## config.mk

```make
export PLATFORM = sky130hd
export DESIGN_NAME = lsu_mem_bridge
export DESIGN_NICKNAME = d
export VERILOG_FILES = /design/src/rtl/lsu_mem_bridge.sv
export SDC_FILE = /design/constraint.sdc
export NUM_CORES = 1
export LEC_CHECK = 0
export ABC_AREA = 1
export BUFFER_PORTS_ARGS = -buffer_cell sky130_fd_sc_hd__buf_2
export CORE_MARGIN = 4
export CORE_UTILIZATION = 50
export CTS_CLUSTER_SIZE = 12
export DETAILED_ROUTE_END_ITERATION = 10
export GPL_ROUTABILITY_DRIVEN = 0
export PLACE_DENSITY_LB_ADDON = 0.1
export SYNTH_ARGS = -nofsm -noshare
export SYNTH_HDL_FRONTEND = slang
export SYNTH_SLANG_ARGS = --single-unit
```

## constraint.sdc

```tcl
create_clock -name i_clk -period 2 [get_ports i_clk]
set_clock_uncertainty 0.05 [all_clocks]
set_input_delay 0.2 -clock i_clk [delete_from_list [all_inputs] [get_ports i_clk]]
set_output_delay 0.2 -clock i_clk [all_outputs]
set_load 0.03 [all_outputs]
```

## src/rtl/lsu_mem_bridge.sv

```systemverilog
// Load/store bridge between the single-cycle datapath and a req/ack data memory bus.
// Byte/half/word accesses become word-aligned bus transactions with byte enables.
// Loads are sign- or zero-extended on the way back. Stall holds the CPU until the
// access retires.
//
// Ports:
//   i_clk, i_reset        clock (rising edge), synchronous active-high reset
//   i_mem_rd_en           current instruction is a load
//   i_mem_wr_en           current instruction is a store (wins over a load)
//   i_funct3              access size/sign (instr[14:12])
//   i_daddr, i_dwdata     byte address and store data
//   o_drdata              extended load data to writeback
//   o_stall               hold PC and block register write while high
//   o_misaligned          one-cycle pulse: illegal or misaligned access rejected
//   o_bus_err             one-cycle pulse: ack timeout
//   o_bus_req/we/addr/be/wdata   bus request side, stable until acked
//   i_bus_ack, i_bus_rdata       bus response side
module lsu_mem_bridge #(
    parameter int unsigned ACK_TIMEOUT = 255,
    parameter int unsigned CNT_W       = 8
) (
    input  logic        i_clk,
    input  logic        i_reset,
    input  logic        i_mem_rd_en,
    input  logic        i_mem_wr_en,
    input  logic [2:0]  i_funct3,
    input  logic [31:0] i_daddr,
    input  logic [31:0] i_dwdata,
    output logic [31:0] o_drdata,
    output logic        o_stall,
    output logic        o_misaligned,
    output logic        o_bus_err,
    output logic        o_bus_req,
    output logic        o_bus_we,
    output logic [31:0] o_bus_addr,
    output logic [3:0]  o_bus_be,
    output logic [31:0] o_bus_wdata,
    input  logic        i_bus_ack,
    input  logic [31:0] i_bus_rdata
);

    typedef enum logic [1:0] {StIdle, StReq, StDone} state_e;

    state_e             r_state, w_state_next;
    logic [31:0]        r_bus_addr, r_bus_wdata, r_cap, r_drdata;
    logic               r_bus_we, r_bus_err;
    logic [3:0]         r_bus_be;
    logic [1:0]         r_off;
    logic [2:0]         r_funct3;
    logic [CNT_W-1:0]   r_cnt;

    logic               w_req, w_illegal, w_misal, w_reject, w_start, w_timeout;
    logic [3:0]         w_be;
    logic [31:0]        w_wdata, w_ext;
    logic [7:0]         w_byte;
    logic [15:0]        w_half;

    // Request decode: legality, alignment, lane enables and replicated store data.
    always_comb begin
        w_req     = i_mem_wr_en | i_mem_rd_en;
        // 011, 11x illegal; 10x (unsigned loads) illegal as stores.
        w_illegal = (i_funct3[1:0] == 2'b11) | (i_funct3[2] & i_funct3[1])
                  | (i_funct3[2] & i_mem_wr_en);
        w_misal   = 1'b0;
        w_be      = 4'b1111;
        w_wdata   = i_dwdata;
        case (i_funct3[1:0])
            2'b00: begin
                w_be    = 4'b0001 << i_daddr[1:0];
                w_wdata = {4{i_dwdata[7:0]}};
            end
            2'b01: begin
                w_misal = i_daddr[0];
                w_be    = i_daddr[1] ? 4'b1100 : 4'b0011;
                w_wdata = {2{i_dwdata[15:0]}};
            end
            default: w_misal = |i_daddr[1:0];
        endcase
        w_reject = w_req & (w_illegal | w_misal);
        w_start  = w_req & ~w_illegal & ~w_misal;
    end

    assign w_timeout = (r_state == StReq) & ~i_bus_ack
                     & (r_cnt == CNT_W'(ACK_TIMEOUT - 1));

    // Load extraction from the captured word using the registered byte offset.
    always_comb begin
        case (r_off)
            2'd0:    w_byte = r_cap[7:0];
            2'd1:    w_byte = r_cap[15:8];
            2'd2:    w_byte = r_cap[23:16];
            default: w_byte = r_cap[31:24];
        endcase
        w_half = r_off[1] ? r_cap[31:16] : r_cap[15:0];
        case (r_funct3)
            3'b000:  w_ext = {{24{w_byte[7]}}, w_byte};
            3'b100:  w_ext = {24'd0, w_byte};
            3'b001:  w_ext = {{16{w_half[15]}}, w_half};
            3'b101:  w_ext = {16'd0, w_half};
            default: w_ext = r_cap;
        endcase
    end

    // FSM: state register.
    always_ff @(posedge i_clk) begin
        if (i_reset) r_state <= StIdle;
        else         r_state <= w_state_next;
    end

    // FSM: next state.
    always_comb begin
        w_state_next = r_state;
        case (r_state)
            StIdle:  if (w_start) w_state_next = StReq;
            StReq:   if (i_bus_ack || w_timeout) w_state_next = StDone;
            StDone:  w_state_next = StIdle;
            default: w_state_next = StIdle;
        endcase
    end

    // FSM: outputs.
    always_comb begin
        o_bus_req    = (r_state == StReq);
        o_stall      = ((r_state == StIdle) & w_start) | (r_state == StReq);
        o_misaligned = (r_state == StIdle) & w_reject;
        case (r_state)
            StIdle:  o_drdata = w_reject ? 32'd0 : r_drdata;
            StDone:  o_drdata = r_bus_we ? r_drdata : w_ext;
            default: o_drdata = r_drdata;
        endcase
    end

    // Datapath registers.
    always_ff @(posedge i_clk) begin
        if (i_reset) begin
            r_bus_addr  <= '0;
            r_bus_wdata <= '0;
            r_bus_we    <= 1'b0;
            r_bus_be    <= '0;
            r_bus_err   <= 1'b0;
            r_off       <= '0;
            r_funct3    <= '0;
            r_cap       <= '0;
            r_drdata    <= '0;
            r_cnt       <= '0;
        end else begin
            r_bus_err <= 1'b0;
            case (r_state)
                StIdle: begin
                    if (w_start) begin
                        r_bus_addr  <= {i_daddr[31:2], 2'b00};
                        r_bus_we    <= i_mem_wr_en;
                        r_bus_be    <= w_be;
                        r_bus_wdata <= w_wdata;
                        r_off       <= i_daddr[1:0];
                        r_funct3    <= i_funct3;
                        r_cnt       <= '0;
                    end else if (w_reject) begin
                        r_drdata <= '0;
                    end
                end
                StReq: begin
                    if (i_bus_ack) begin
                        if (!r_bus_we) r_cap <= i_bus_rdata;
                        r_cnt <= '0;
                    end else if (w_timeout) begin
                        r_cap     <= '0;
                        r_bus_err <= 1'b1;
                        r_cnt     <= '0;
                    end else begin
                        r_cnt <= r_cnt + 1'b1;
                    end
                end
                StDone: if (!r_bus_we) r_drdata <= w_ext;
                default: ;
            endcase
        end
    end

    assign o_bus_addr  = r_bus_addr;
    assign o_bus_we    = r_bus_we;
    assign o_bus_be    = r_bus_be;
    assign o_bus_wdata = r_bus_wdata;
    assign o_bus_err   = r_bus_err;

endmodule
```

### After elaboration in Yosys (flattened, before gate mapping)

Cells that the tools add are included.

| word-level totals | value |
|---|---|
| register bits after elaboration | 147 |
| input port bits | 104 |
| output and inout bits | 105 |
| logic and storage cells | 83 |

| operators by class | value |
|---|---|
| $add $sub $neg | 1 |
| equality and inequality tests | 14 |
| shift-type cells | 1 |
| muxes and demuxes | 23 |
| bitwise logic cells | 18 |
| reductions and logical operators | 15 |

Operators with widths:

| kind | number |
|---|---|
| $mux 32 | 6 |
| $pmux 32 s2 | 3 |
| $pmux 32 s4 | 1 |
| $mux 8 | 3 |
| $pmux 8 s3 | 1 |
| $mux 16 | 1 |
| $pmux 8 s2 | 1 |
| $and 1x1->1 | 9 |
| $add 8x1->8 const B | 1 |
| $eq 8x8->1 const B | 1 |
| $pmux 4 s2 | 1 |
| $reduce_and 2->1 | 4 |
| $eq 2x1->1 const B | 3 |
| $eq 2x2->1 const B | 3 |
| $eq 3x3->1 const B | 2 |
| $logic_not 2->1 | 3 |
| $ne 2x2->1 const B | 3 |
| $reduce_bool 2->1 | 3 |
| $or 1x1->1 | 5 |
| $mux 2 | 2 |
| $mux 4 | 1 |
| $not 1->1 | 4 |
| $pmux 2 s2 | 1 |
| $shl 1x2->4 const A | 1 |
| other kinds (9) | 9 |

### Logic depth before layout (Yosys ltp)

Gate-level depths: netlist of the first run.

| depth | value |
|---|---|
| word-level depth | 8 |
| mapped depth | 12 |
| mapped depth without buffers | 11 |

### Least setup slack after synthesis of the first run

OpenSTA, ideal clock, no wires.

| path | value |
|---|---|
| kind | register to register |
| from | register r_bus_we (netlist: o_bus_we) |
| to | register r_drdata[0] |
| library setup time | 0.066 ns |
| data arrival time | 1.922 ns |
| required time | 1.884 ns |
| slack | -0.038 ns |
| stages on the path, launching flop included | 8 |
| buffers on the path | 1 |
| clock period less this slack | 2.038 ns |
| cell sequence | dfxtp_1 > inv_1 > buf_2 > nand2_1 > a21oi_1 > o21ai_0 > inv_1 > nor2_1 |

| on the way | value |
|---|---|
| cells in the longest elaborated chain, start to end | 2 |

Ends and longest elaborated chain:

| what | RTL line | source |
|---|---|---|
| from (decl) | 46 | `logic r_bus_we, r_bus_err;` |
| from (signal assigned) | 152 | `r_bus_we <= i_mem_wr_en;` |
| $mux 32 | n/a |  |
| $pmux 32 s2 | n/a |  |
| to (signal assigned) | 174 | `StDone: if (!r_bus_we) r_drdata <= w_ext;` |
| to (decl) | 45 | `logic [31:0] r_bus_addr, r_bus_wdata, r_cap, r_drdata;` |

No other way between the ends.
A chain may end at the register's enable or synchronous reset.

### Final worst setup path of the first run

| path | value |
|---|---|
| from | register r_off[1] |
| to | output port o_drdata[16] |

| on the way | value |
|---|---|
| cells in the longest elaborated chain, start to end | 5 |
| elaborated cells between the ends (all ways) | 8 |
| classes of those cells | eq/ne: 2; mux: 5; reduce/logical: 1 |

Ends and longest elaborated chain:

| what | RTL line | source |
|---|---|---|
| from (decl) | 48 | `logic [1:0] r_off;` |
| from (signal assigned) | 155 | `r_off <= i_daddr[1:0];` |
| $eq 2x2->1 (tied with other cells) | 88 | `case (r_off)` |
| $pmux 8 s3 | 88 |  |
| $pmux 32 s4 (*) | 95 | `case (r_funct3)` |
| $mux 32 (*) | n/a |  |
| $pmux 32 s2 (*) | 126 | `case (r_state)` |
| to (decl) | 29 | `output logic [31:0] o_drdata,` |

Mark *: on every way between the ends. The rest lies on a longest branch, timed or not.

==> summary.txt, run 1 <==
Yosys
  • Synth warn: 0
  • Avg Synthesized Cell Area: between 6 and 7 sq um
  • Yosys reg bits: between 100 and 150
  • Sequential share of the synthesized area: 0.414
  • Netlist Area Pre-Place: a little over 0.007 sq mm
  • Synth Instances: approximately 1100
  • Post-synthesis cell type count: 32

Routing
  • WL met3: 2120 um
  • TritonRoute pass-1 iters: 6
  • Met2 wire length: roughly 12000 um
  • Via-per-instance ratio: 5.51
  • Initial DRC count: ~670
  • Routed WL per cell: 16.4 um
  • Routed WL: 24500 um
  • Top layer used by detailed routing: met4
  • # DRC: 0
  • Via count: 8221
  • Antenna-violating nets left: 0
  • Metal-1 WL: approximately 9300 um

Power and ir drop
  • Psw: ~2.6 mW
  • VDD IR-drop max: just over 0.0006 V
  • Sequential Power Share: 0.383
  • LEAKAGE: roughly 4.7 nW
  • Clock Power Share: 0.385
  • Total power: between 8 and 9 mW
  • Power Internal: about 5.7 mW
  • Switching share of power: 0.316
  • Power per Cell Area: a little over 800 mW/mm^2
  • Logic gate share of total power: 0.233

Placed design
  • DP HPWL: 15800 um
  • Port Buffer Count: 206
  • Dpl cell area: ~0.0083 sq mm
  • Pre-CTS setup slack: between 0.15 and 0.2 ns

Run status
  • Status: finished with violations
  • Failing checks: negative hold slack, negative setup slack

Final layout
  • Final Instance Area: about 0.010 sq mm
  • Layout cells sized above 1: 0.308
  • Most frequent cells in the layout: nand2_1, buf_2, a21oi_1, dfxtp_1, nand3_1
  • Area grow syn2layout: 43.2%
  • Commonest non-fill, non-tap cell in the layout: nand2_1
  • Post-layout net count: 1406
  • Post-layout util: 0.733

Flow run
  • Max Cap Viol: 0

Clocking
  • Max clock buf depth: 2
  • Clock buffer count from CTS: 17
  • Sink Count: ~150
  • CTS tree: done
  • H-Tree Depth: 4
  • Clk slew on worst S/H paths: ~0.06 ns
  • Clk Latency, worst-skew pair: roughly 0.43 ns
  • Clock root buffer: clkbuf_16

Timing
  • Max-slew violations: 0
  • Hold slack: -0.00335 ns
  • Final Cycle Share: 1.13
  • Hold Vio Cnt, Final: 1
  • RSZ-0062 raised after global routing: yes
  • Tmin final: 2.25 ns
  • F_max: about 0.44 GHz
  • # setup viols final: 28
  • Slew @ Worst Pin: slightly below 0.8 ns
  • Fin worst setup slack: -0.251 ns
  • Final TNS setup: -4.94 ns
  • Max-Slew Margin vs Limit: 0.476

Worst setup path
  • Worst EP arrival: ~2.0 ns
  • CP endpoint kind: primary output
  • Req. time, crit path: about 1.8 ns
  • Critical-path maximum fanout: 7
  • Worst setup path class: reg2out
  • Startpoint types: flip-flop

Die
  • Core Footprint: 0.0139 sq mm
  • Initial Util: 0.512
  • Chip height: between 100 and 150 um
  • Chip width: between 100 and 150 um
  • Total die area: around 0.016 sq mm
  • I/O pin count: ~210
  • # rows: between 40 and 50

Global routing
  • Grt ovf: 0
  • GRT Total Usage: 0.291
  • Initial antenna violation count: 0
  • First-pass GRT wire length: about 38000 um
  • Largest net degree at the start of global routing: around 120
  • Number of global-route vias before repair: 7650

Hold path
  • Hold Path Class: in2reg
repair_timing:
action	in CTS	in global routing
hold endpoints to repair	46	0
resized for setup	105	125
endpoints found under the setup margin	32	35
gates cloned	1	3
hold buffers	46	0
buffers inserted	5	9
pin swaps	4	23
layer usage:
metal  global-route usage  vias to the layer above
li1                     -                     3999
met1                0.338                     3740
met2                0.490                      409
met3               0.0761                       73
met4                0.158                        0
met5                    0                        -
cell usage after synthesis (all sizes together):
cell    count  area [sq um]
a211oi      1          7.51
a21boi      1          7.51
a21oi     171           856
a31oi       6          37.5
and2        3          18.8
buf        37           238
clkbuf     40           150
clkinv      1          3.75
conb        1          3.75
dfxtp     147          2940
ha          2          25.0
inv        73           279
nand2     280          1060
nand3      87           448
nand4      38           238
nor2       72           293
nor3        2          10.0
o211ai      8          60.1
o21a        1          7.51
o21ai      74           370
or2         5          31.3
xor2        2          17.5
area by class of cell:
class	instances	area [sq um]
Clock inverter	13	163
Antenna cell	1	2.50
Multi-Input combinational cell	757	3990
Fill cell	1139	3700
Clock buffer	17	425
Sequential cell	147	2960
Tap cell	180	225
Timing Repair Buffer	303	2130
Inverter	74	289
registers in the layout, summed over array words and instances (netlist names):
name / cells
o_bus_be: 4
r_drdata: 32
o_bus_wdata: 32
r_off: 2
o_bus_addr: 30
o_bus_err: 1
r_funct3: 3
r_cap: 32
r_cnt: 8
r_state: 2
o_bus_we: 1
critical path, cell delays in order, from the launching register on:
cell and delay [ns]:
dfxtp_4 0.39, inv_4 0.06, nand2_4 0.06, nand2_2 0.05, nand2_2 0.07, nand4_1 0.23, buf_6 0.24, nand3_1 0.09
nand2_1 0.08, o211ai_1 0.11, buf_4 0.20
metrics by stage:
step	hold WS (ns)	std cells
after floorplan	0.293	1053
after global routing	0.0101	1491
final	-0.00335	1492
after global placement	0.398	1397
after detailed placement	0.404	1397
after CTS	0.00160	1479
power by group through the flow:
stage / clock network, mW / registers [mW] / logic (mW)
floorplan: 0 / 3.43 / 0.879
global placement: 0 / 3.25 / 1.55
detailed placement: 0 / 3.25 / 1.56
CTS: 3.25 / 3.19 / 1.73
global route: 3.37 / 3.22 / 2.10
finish: 3.22 / 3.20 / 1.95
kinds of logic (layout without fill, tap and decap cells):
logic type / count (synthesis) / in the layout / synth area share
and+or+nand+nor: 487 / 489 / 0.296
adders and majority gates: 2 / 2 / 0.00352
DFF: 147 / 147 / 0.414
other: 1 / 3 / 0.000528
buffers and inverters: 151 / 407 / 0.0943
AOI/OAI and AO/OA: 262 / 262 / 0.189
xor gates and xnor gates: 2 / 2 / 0.00246
worst paths after layout:
check                               from                      endpoint  slack, ns  cells after the start
min reg2reg  o_bus_addr[27]$_SDFFE_PP0P_   o_bus_addr[27]$_SDFFE_PP0P_       0.41                      2
min                      i_bus_rdata[23]        r_cap[23]$_SDFFE_PP0P_     -0.003                      3
max                r_off[1]$_SDFFE_PP0P_                  o_drdata[16]      -0.25                     10
max reg2reg      r_state[1]$_SDFFE_PP0P_  o_bus_wdata[30]$_SDFFE_PP0P_       0.22                      9
No activity file was read; power rests on OpenSTA's default activity.
==> inputs of run 2 (changes only) <==
==> constraint.sdc (replaced) <==
create_clock -name i_clk -period 2 [get_ports i_clk]
set_clock_uncertainty 0.05 [all_clocks]
set_input_delay 0.5 -clock i_clk [delete_from_list [all_inputs] [get_ports i_clk]]
set_output_delay 0.5 -clock i_clk [all_outputs]
set_load 0.03 [all_outputs]
==> summary.txt, run 2 (synthesis results as in run 1) <==
Run status
  • Status: finished with violations
  • Failing checks: negative setup slack

Power and ir drop
  • LEAKAGE: 4.91 nW
  • Clock Power Share: 0.393
  • VDD IR-drop max: between 0.0006 and 0.0007 V
  • Sequential Power Share: 0.368
  • Power Internal: 5.88 mW
  • Logic gate share of total power: 0.240
  • Power per Cell Area: between 800 and 900 mW/mm^2
  • Switching share of power: 0.324
  • Psw: 2.82 mW

Global routing
  • Initial antenna violation count: 1
  • Met1 Resource Use GR: 0.327
  • First-pass GRT wire length: ~38000 um
  • Number of global-route vias before repair: 7782
  • GRT met3 Usage: 0.0920
  • GRT Total Usage: 0.290
  • Largest net degree at the start of global routing: 53
  • Grt ovf: 0
  • Busiest grt layer: met2
  • Met2 Track Usage GR: 0.497

Routing
  • Routed WL per cell: 16.9 um
  • Antenna-violating nets left: 0
  • Via-per-instance ratio: about 5.5
  • # DRC: 0
  • Routed WL: about 26000 um
  • Via count: 8379
  • Initial DRC count: 649
  • TritonRoute pass-1 iters: 7

Final layout
  • Post-layout net count: 1428
  • Commonest non-fill, non-tap cell in the layout: nand2_1
  • Most frequent cells in the layout: nand2_1, buf_2, a21oi_1, dfxtp_1, buf_4
  • Area grow syn2layout: 47.3%
  • Post-layout util: 0.754
  • Antenna Cells: 0
  • Layout cells sized above 1: 0.382

Clocking
  • Clock root buffer: clkbuf_16
  • Clk slew on worst S/H paths: about 0.06 ns
  • Sink Count: about 150
  • H-Tree Depth: 4
  • Max clock buf depth: 2
  • CTS Hold Bufs: 0
  • Clock buffer count from CTS: 17
  • CTS tree: done
  • Clk Latency, worst-skew pair: between 0.4 and 0.5 ns

Timing
  • Max-slew violations: 0
  • Final Cycle Share: 1.29
  • Hold Vio Cnt, Final: 0
  • Fin worst setup slack: -0.579 ns
  • Tmin final: about 2.6 ns
  • RSZ-0062 raised after global routing: yes
  • # setup viols final: 35
  • F_max: 0.388 GHz
  • Final TNS setup: -15.82 ns

Die
  • Chip width: around 130 um
  • I/O pin count: 209
  • Total die area: around 0.016 sq mm
  • Chip height: 127 um
  • Core Footprint: 0.0139 sq mm
  • Initial Util: 0.512
  • # rows: between 40 and 50

Worst setup path
  • Startpoint types: flip-flop
  • CP endpoint kind: flip-flop
  • Req. time, crit path: 2.31 ns
  • Worst EP arrival: slightly below 3 ns
  • Critical Path Source: r_off[1]$_SDFFE_PP0P_
  • Worst setup path class: reg2reg
  • Reg2reg start: r_off[1]$_SDFFE_PP0P_
  • Critical-path maximum fanout: 6

Flow run
  • Max Cap Viol: 0

Hold path
  • Hold Path Class: in2reg
  • Hold path startpoint: i_daddr[23]

Placed design
  • DP HPWL: 16800 um
  • Port Buffer Count: 206
-- run 2: cell count changes in the layout (fill, tap and decap cells not counted), moves of 7 or more --
cell / delta
buf_4: +59
dlygate4sd3_1: -46
nand2_1: -21
nand2_4: +7
nand2_2: +12
o21ai_2: +7
-- run 2: per-stage QoR --
| stage | std cells | setup WS (ns) | area (sq um) | hold slack [ns] | total power, mW |
|---|---|---|---|---|---|
| CTS | 1504 | -0.407 | 10000 | 0.254 | 8.51 |
| detailed placement | 1444 | -0.302 | 8820 | 0.402 | 4.92 |
| global route | 1515 | -0.674 | 10500 | 0.250 | 9.02 |
| floorplan | 1053 | -0.105 | 7250 | 0.399 | 4.33 |
| global placement | 1444 | -0.272 | 8820 | 0.398 | 4.90 |
| finish | 1515 | -0.579 | 10500 | 0.262 | 8.70 |
-- run 2: worst paths after layout --
| check | end | slack, ns | cells after the start |
|---|---|---|---|
| worst min-delay path | o_bus_addr[23]$_SDFFE_PP0P_ | 0.26 | 3 |
| worst max register to register | r_drdata[14]$_SDFFE_PP0P_ | -0.58 | 20 |
| worst max-delay path | r_drdata[14]$_SDFFE_PP0P_ | -0.58 | 20 |
| worst min register to register | o_bus_addr[10]$_SDFFE_PP0P_ | 0.41 | 2 |
-- run 2: repair_timing --
item                                    4_1_cts  5_1_grt
pin swaps                                    17       36
endpoints found under the setup margin       35       36
resized for setup                           137      105
gates cloned                                  1        0
setup buffers                                27       13
endpoints found under the hold margin         0        0
-- run 2: layout make-up --
cell class | count | area (sq um)
repair buffers | 327 | 2270
flip-flops and latches | 147 | 2960
clock buffers | 18 | 429
inverters | 74 | 298
well taps | 180 | 225
multi-input cells | 755 | 4090
fillers | 1069 | 3410
clock inverters | 14 | 193
-- run 2: power groups by stage --
stage / Combinational, mW / Clock, mW / Sequential, mW
floorplan: 0.900 / 0 / 3.43
detailed placement: 1.67 / 0 / 3.25
global placement: 1.65 / 0 / 3.24
finish: 2.08 / 3.41 / 3.20
global route: 2.23 / 3.58 / 3.22
CTS: 1.89 / 3.43 / 3.19
-- run 2: worst max-delay path, cell delays in order (launching register included) --
cell and delay [ns]:
dfxtp_4 0.39, inv_4 0.05, nand2_2 0.07, nand2_1 0.05, nand2_1 0.10, nand4_1 0.14
buf_6 0.17, buf_6 0.14, nand2_2 0.06, nand2_2 0.07, nand3_2 0.07, nand2_2 0.07
buf_4 0.13, buf_4 0.12, buf_4 0.12, buf_4 0.12, buf_4 0.12, buf_4 0.12
buf_4 0.12, buf_4 0.13, nor2_2 0.10
-- run 2: routing by layer --
metal / share of wire / vias up
met4: 0.047 / 2
met2: 0.49 / 395
met3: 0.086 / 102
met1: 0.37 / 3841
li1: - / 4039
met5: 0.00078 / -
==> inputs of run 3 (changes only) <==
Settings changed: ABC_AREA 1 to default, CTS_CLUSTER_SIZE 12 to 40.
==> summary.txt, run 3 <==
Run status
  • Status: finished with violations
  • Failing checks: negative setup slack

Clocking
  • CTS tree: done
  • CTS Hold Bufs: 0
  • Max clock buf depth: 2
  • Clk slew on worst S/H paths: 0.06 ns
  • Clock buffer count from CTS: 17
  • Clk Latency, worst-skew pair: around 0.43 ns
  • Sink Count: ~150
  • H-Tree Depth: 4
  • Clock root buffer: clkbuf_16

Routing
  • # DRC: 0
  • Routed WL: between 20000 and 25000 um
  • Via-per-instance ratio: approximately 5.8
  • TritonRoute pass-1 iters: 5
  • Antenna-violating nets left: 0
  • Routed WL per cell: roughly 19 um
  • Initial DRC count: approximately 670
  • Via count: ~7500

Worst setup path
  • Req. time, crit path: about 1.5 ns
  • Worst EP arrival: between 2 and 2.5 ns
  • Critical-path cell list: and3b_1, or4_1, o211ai_1, buf_4, a21oi_2, nor2_4, buf_6
  • CP endpoint kind: primary output
  • Critical-path maximum fanout: 6
  • Crit-path leading delay family: simple AND/OR/NAND/NOR gates
  • Critical path's slowest cell: or4_1
  • CP bufs+invs: 2
  • Startpoint types: flip-flop
  • CP peak stage delay: about 0.40 ns
  • Worst setup path class: reg2out

Timing
  • Final Cycle Share: 1.35
  • RSZ-0062 raised after global routing: yes
  • F_max: approximately 0.37 GHz
  • Hold Vio Cnt, Final: 0
  • Final TNS setup: -29.35 ns
  • Max-slew violations: 0
  • Max-Slew Margin vs Limit: 0.629
  • # setup viols final: 107
  • Fin worst setup slack: -0.692 ns
  • Slew @ Worst Pin: between 0.5 and 0.6 ns
  • Tmin final: about 2.7 ns

Yosys
  • Synth Instances: between 800 and 900
  • Synth area leaders: dfxtp_1, nand2_1, o21ai_0
  • Top-count cell post-synth: nand2_1
  • Synth async-reset ratio: 0
  • Cell taking the most area after synthesis: dfxtp_1
  • Post-synth EDFFs: 0
  • Ys flop type: dfxtp_1
  • Synth cell count leaders: nand2_1, dfxtp_1, o21ai_0
  • Yosys reg bits: roughly 150
  • Sequential share of the synthesized area: 0.445
  • Top cell type's share of synthesized area: 0.445
  • Avg Synthesized Cell Area: 8.08 sq um
  • Netlist Area Pre-Place: around 0.0066 sq mm
  • Post-synthesis cell type count: 47
  • Synth warn: 0

Final layout
  • Post-layout net count: roughly 1200
  • Layout cells sized above 1: 0.483
  • Post-layout util: 0.849
  • Most frequent cells in the layout: buf_2, dfxtp_1, nand2_1, buf_4, a21oi_1
  • Antenna Cells: 0
  • Commonest non-fill, non-tap cell in the layout: buf_2
  • Sequential Area: a little under 0.003 sq mm
  • Fillers: approximately 740
  • Area grow syn2layout: 64.1%
  • Final Instance Area: ~0.011 sq mm
  • Multi-input gate area: around 0.0043 sq mm

Global routing
  • Number of global-route vias before repair: 7107
  • Initial antenna violation count: 1
  • Grt ovf: 0
  • Largest net degree at the start of global routing: 43
  • GRT Total Usage: 0.293
  • First-pass GRT wire length: approximately 35000 um

Placed design
  • Port Buffer Count: around 210
  • Dpl cell area: a little under 0.009 sq mm
  • Pre-CTS setup slack: -0.609 ns
  • DP HPWL: 14300 um

Power and ir drop
  • LEAKAGE: approximately 4.6 nW
  • VDD IR-drop max: around 0.00077 V
  • Power per Cell Area: a little under 800 mW/mm^2
  • Total power: approximately 8.6 mW

Die
  • Core Footprint: around 0.013 sq mm
  • Chip width: ~120 um
  • I/O pin count: about 210
  • Initial Util: 0.517
  • # rows: slightly above 40
  • Total die area: about 0.015 sq mm
  • Chip height: around 120 um

Hold path
  • Hold Path Class: in2reg

Flow run
  • Max Cap Viol: 0
[run 3: cell types whose count changed in the layout (fill, tap and decap cells not counted), sizes merged, moves of 28 or more]
cell | before | now
a21oi | 171 | 77
nand2 | 280 | 194
nand3 | 87 | 1
inv | 79 | 8
nand4 | 38 | 1
a22o | 0 | 33
nor2 | 72 | 39
and2 | 3 | 31
[run 3: report_power, final]
| group | internal, mW | total, mW | switching [mW] | leakage [nW] |
|---|---|---|---|---|
| Sequential | 3.06 | 3.15 | 0.0968 | 1.20 |
| Clock | 2.32 | 3.61 | 1.29 | 0.331 |
| Combinational | 0.752 | 1.80 | 1.05 | 3.05 |
| Total | 6.13 | 8.57 | 2.44 | 4.58 |
[run 3: layout make-up]
| type | count | share of cell area |
|---|---|---|
| Multi-Input combinational cell | 602 | 0.400 |
| Sequential cell | 147 | 0.272 |
| Inverter | 7 | 0.00242 |
| Timing Repair Buffer | 338 | 0.244 |
| Tap cell | 172 | 0.0198 |
| Clock inverter | 12 | 0.0185 |
| Clock buffer | 20 | 0.0430 |
[run 3: cell families (layout without fill, tap and decap cells)]
group | after synthesis | count (layout) | synth area share
flip-flops | 147 | 147 | 0.445
AO/OA/AOI/OAI | 269 | 269 | 0.254
buffers and inverters | 71 | 377 | 0.0507
AND/OR/NAND/NOR | 292 | 293 | 0.190
multiplexers | 36 | 36 | 0.0564
adder cells (fa/ha/maj) | 2 | 2 | 0.00379
other | 1 | 2 | 0.000567
[run 3: worst reg2reg max path, stage by stage (launching register included)]
cell and delay, ns:
dfxtp_1 0.39, nand3_1 0.16, or4_4 0.53, a21oi_2 0.17
nor2_2 0.07, buf_12 0.17, a22o_1 0.27
[run 3: metal layers]
| layer | global-route usage | share of wire | up-vias |
|---|---|---|---|
| met5 | 0 | 0.00048 | - |
| met4 | 0.120 | 0.039 | 2 |
| met3 | 0.0851 | 0.078 | 86 |
| met2 | 0.494 | 0.51 | 387 |
| met1 | 0.350 | 0.37 | 3581 |
| li1 | - | - | 3461 |
[run 3: what timing repair did]
item,4_1_cts,5_1_grt
gates cloned,2,16
resized for setup,152,112
pin swaps,38,15
endpoints found under the setup margin,68,131
hold endpoints to repair,0,0
setup buffers,5,12
[run 3: worst paths after layout]
path	to	startpoint	slack, ns	depth (start not counted)
min reg2reg	o_bus_addr[5]$_SDFFE_PP0P_	o_bus_addr[5]$_SDFFE_PP0P_	0.40	2
max reg2reg	r_cap[10]$_SDFFE_PP0P_	r_cnt[5]$_SDFFE_PP0P_	0.07	6
min	r_cap[6]$_SDFFE_PP0P_	i_bus_rdata[6]	0.24	2
max	o_drdata[15]	r_off[1]$_SDFFE_PP0P_	-0.69	7
[run 3: stage by stage]
stage / cells / hold slack [ns]
after floorplan: 819 / 0.391
after global placement: 1231 / 0.385
after detailed placement: 1231 / 0.393
after CTS: 1270 / 0.230
after global routing: 1298 / 0.229
final: 1298 / 0.240
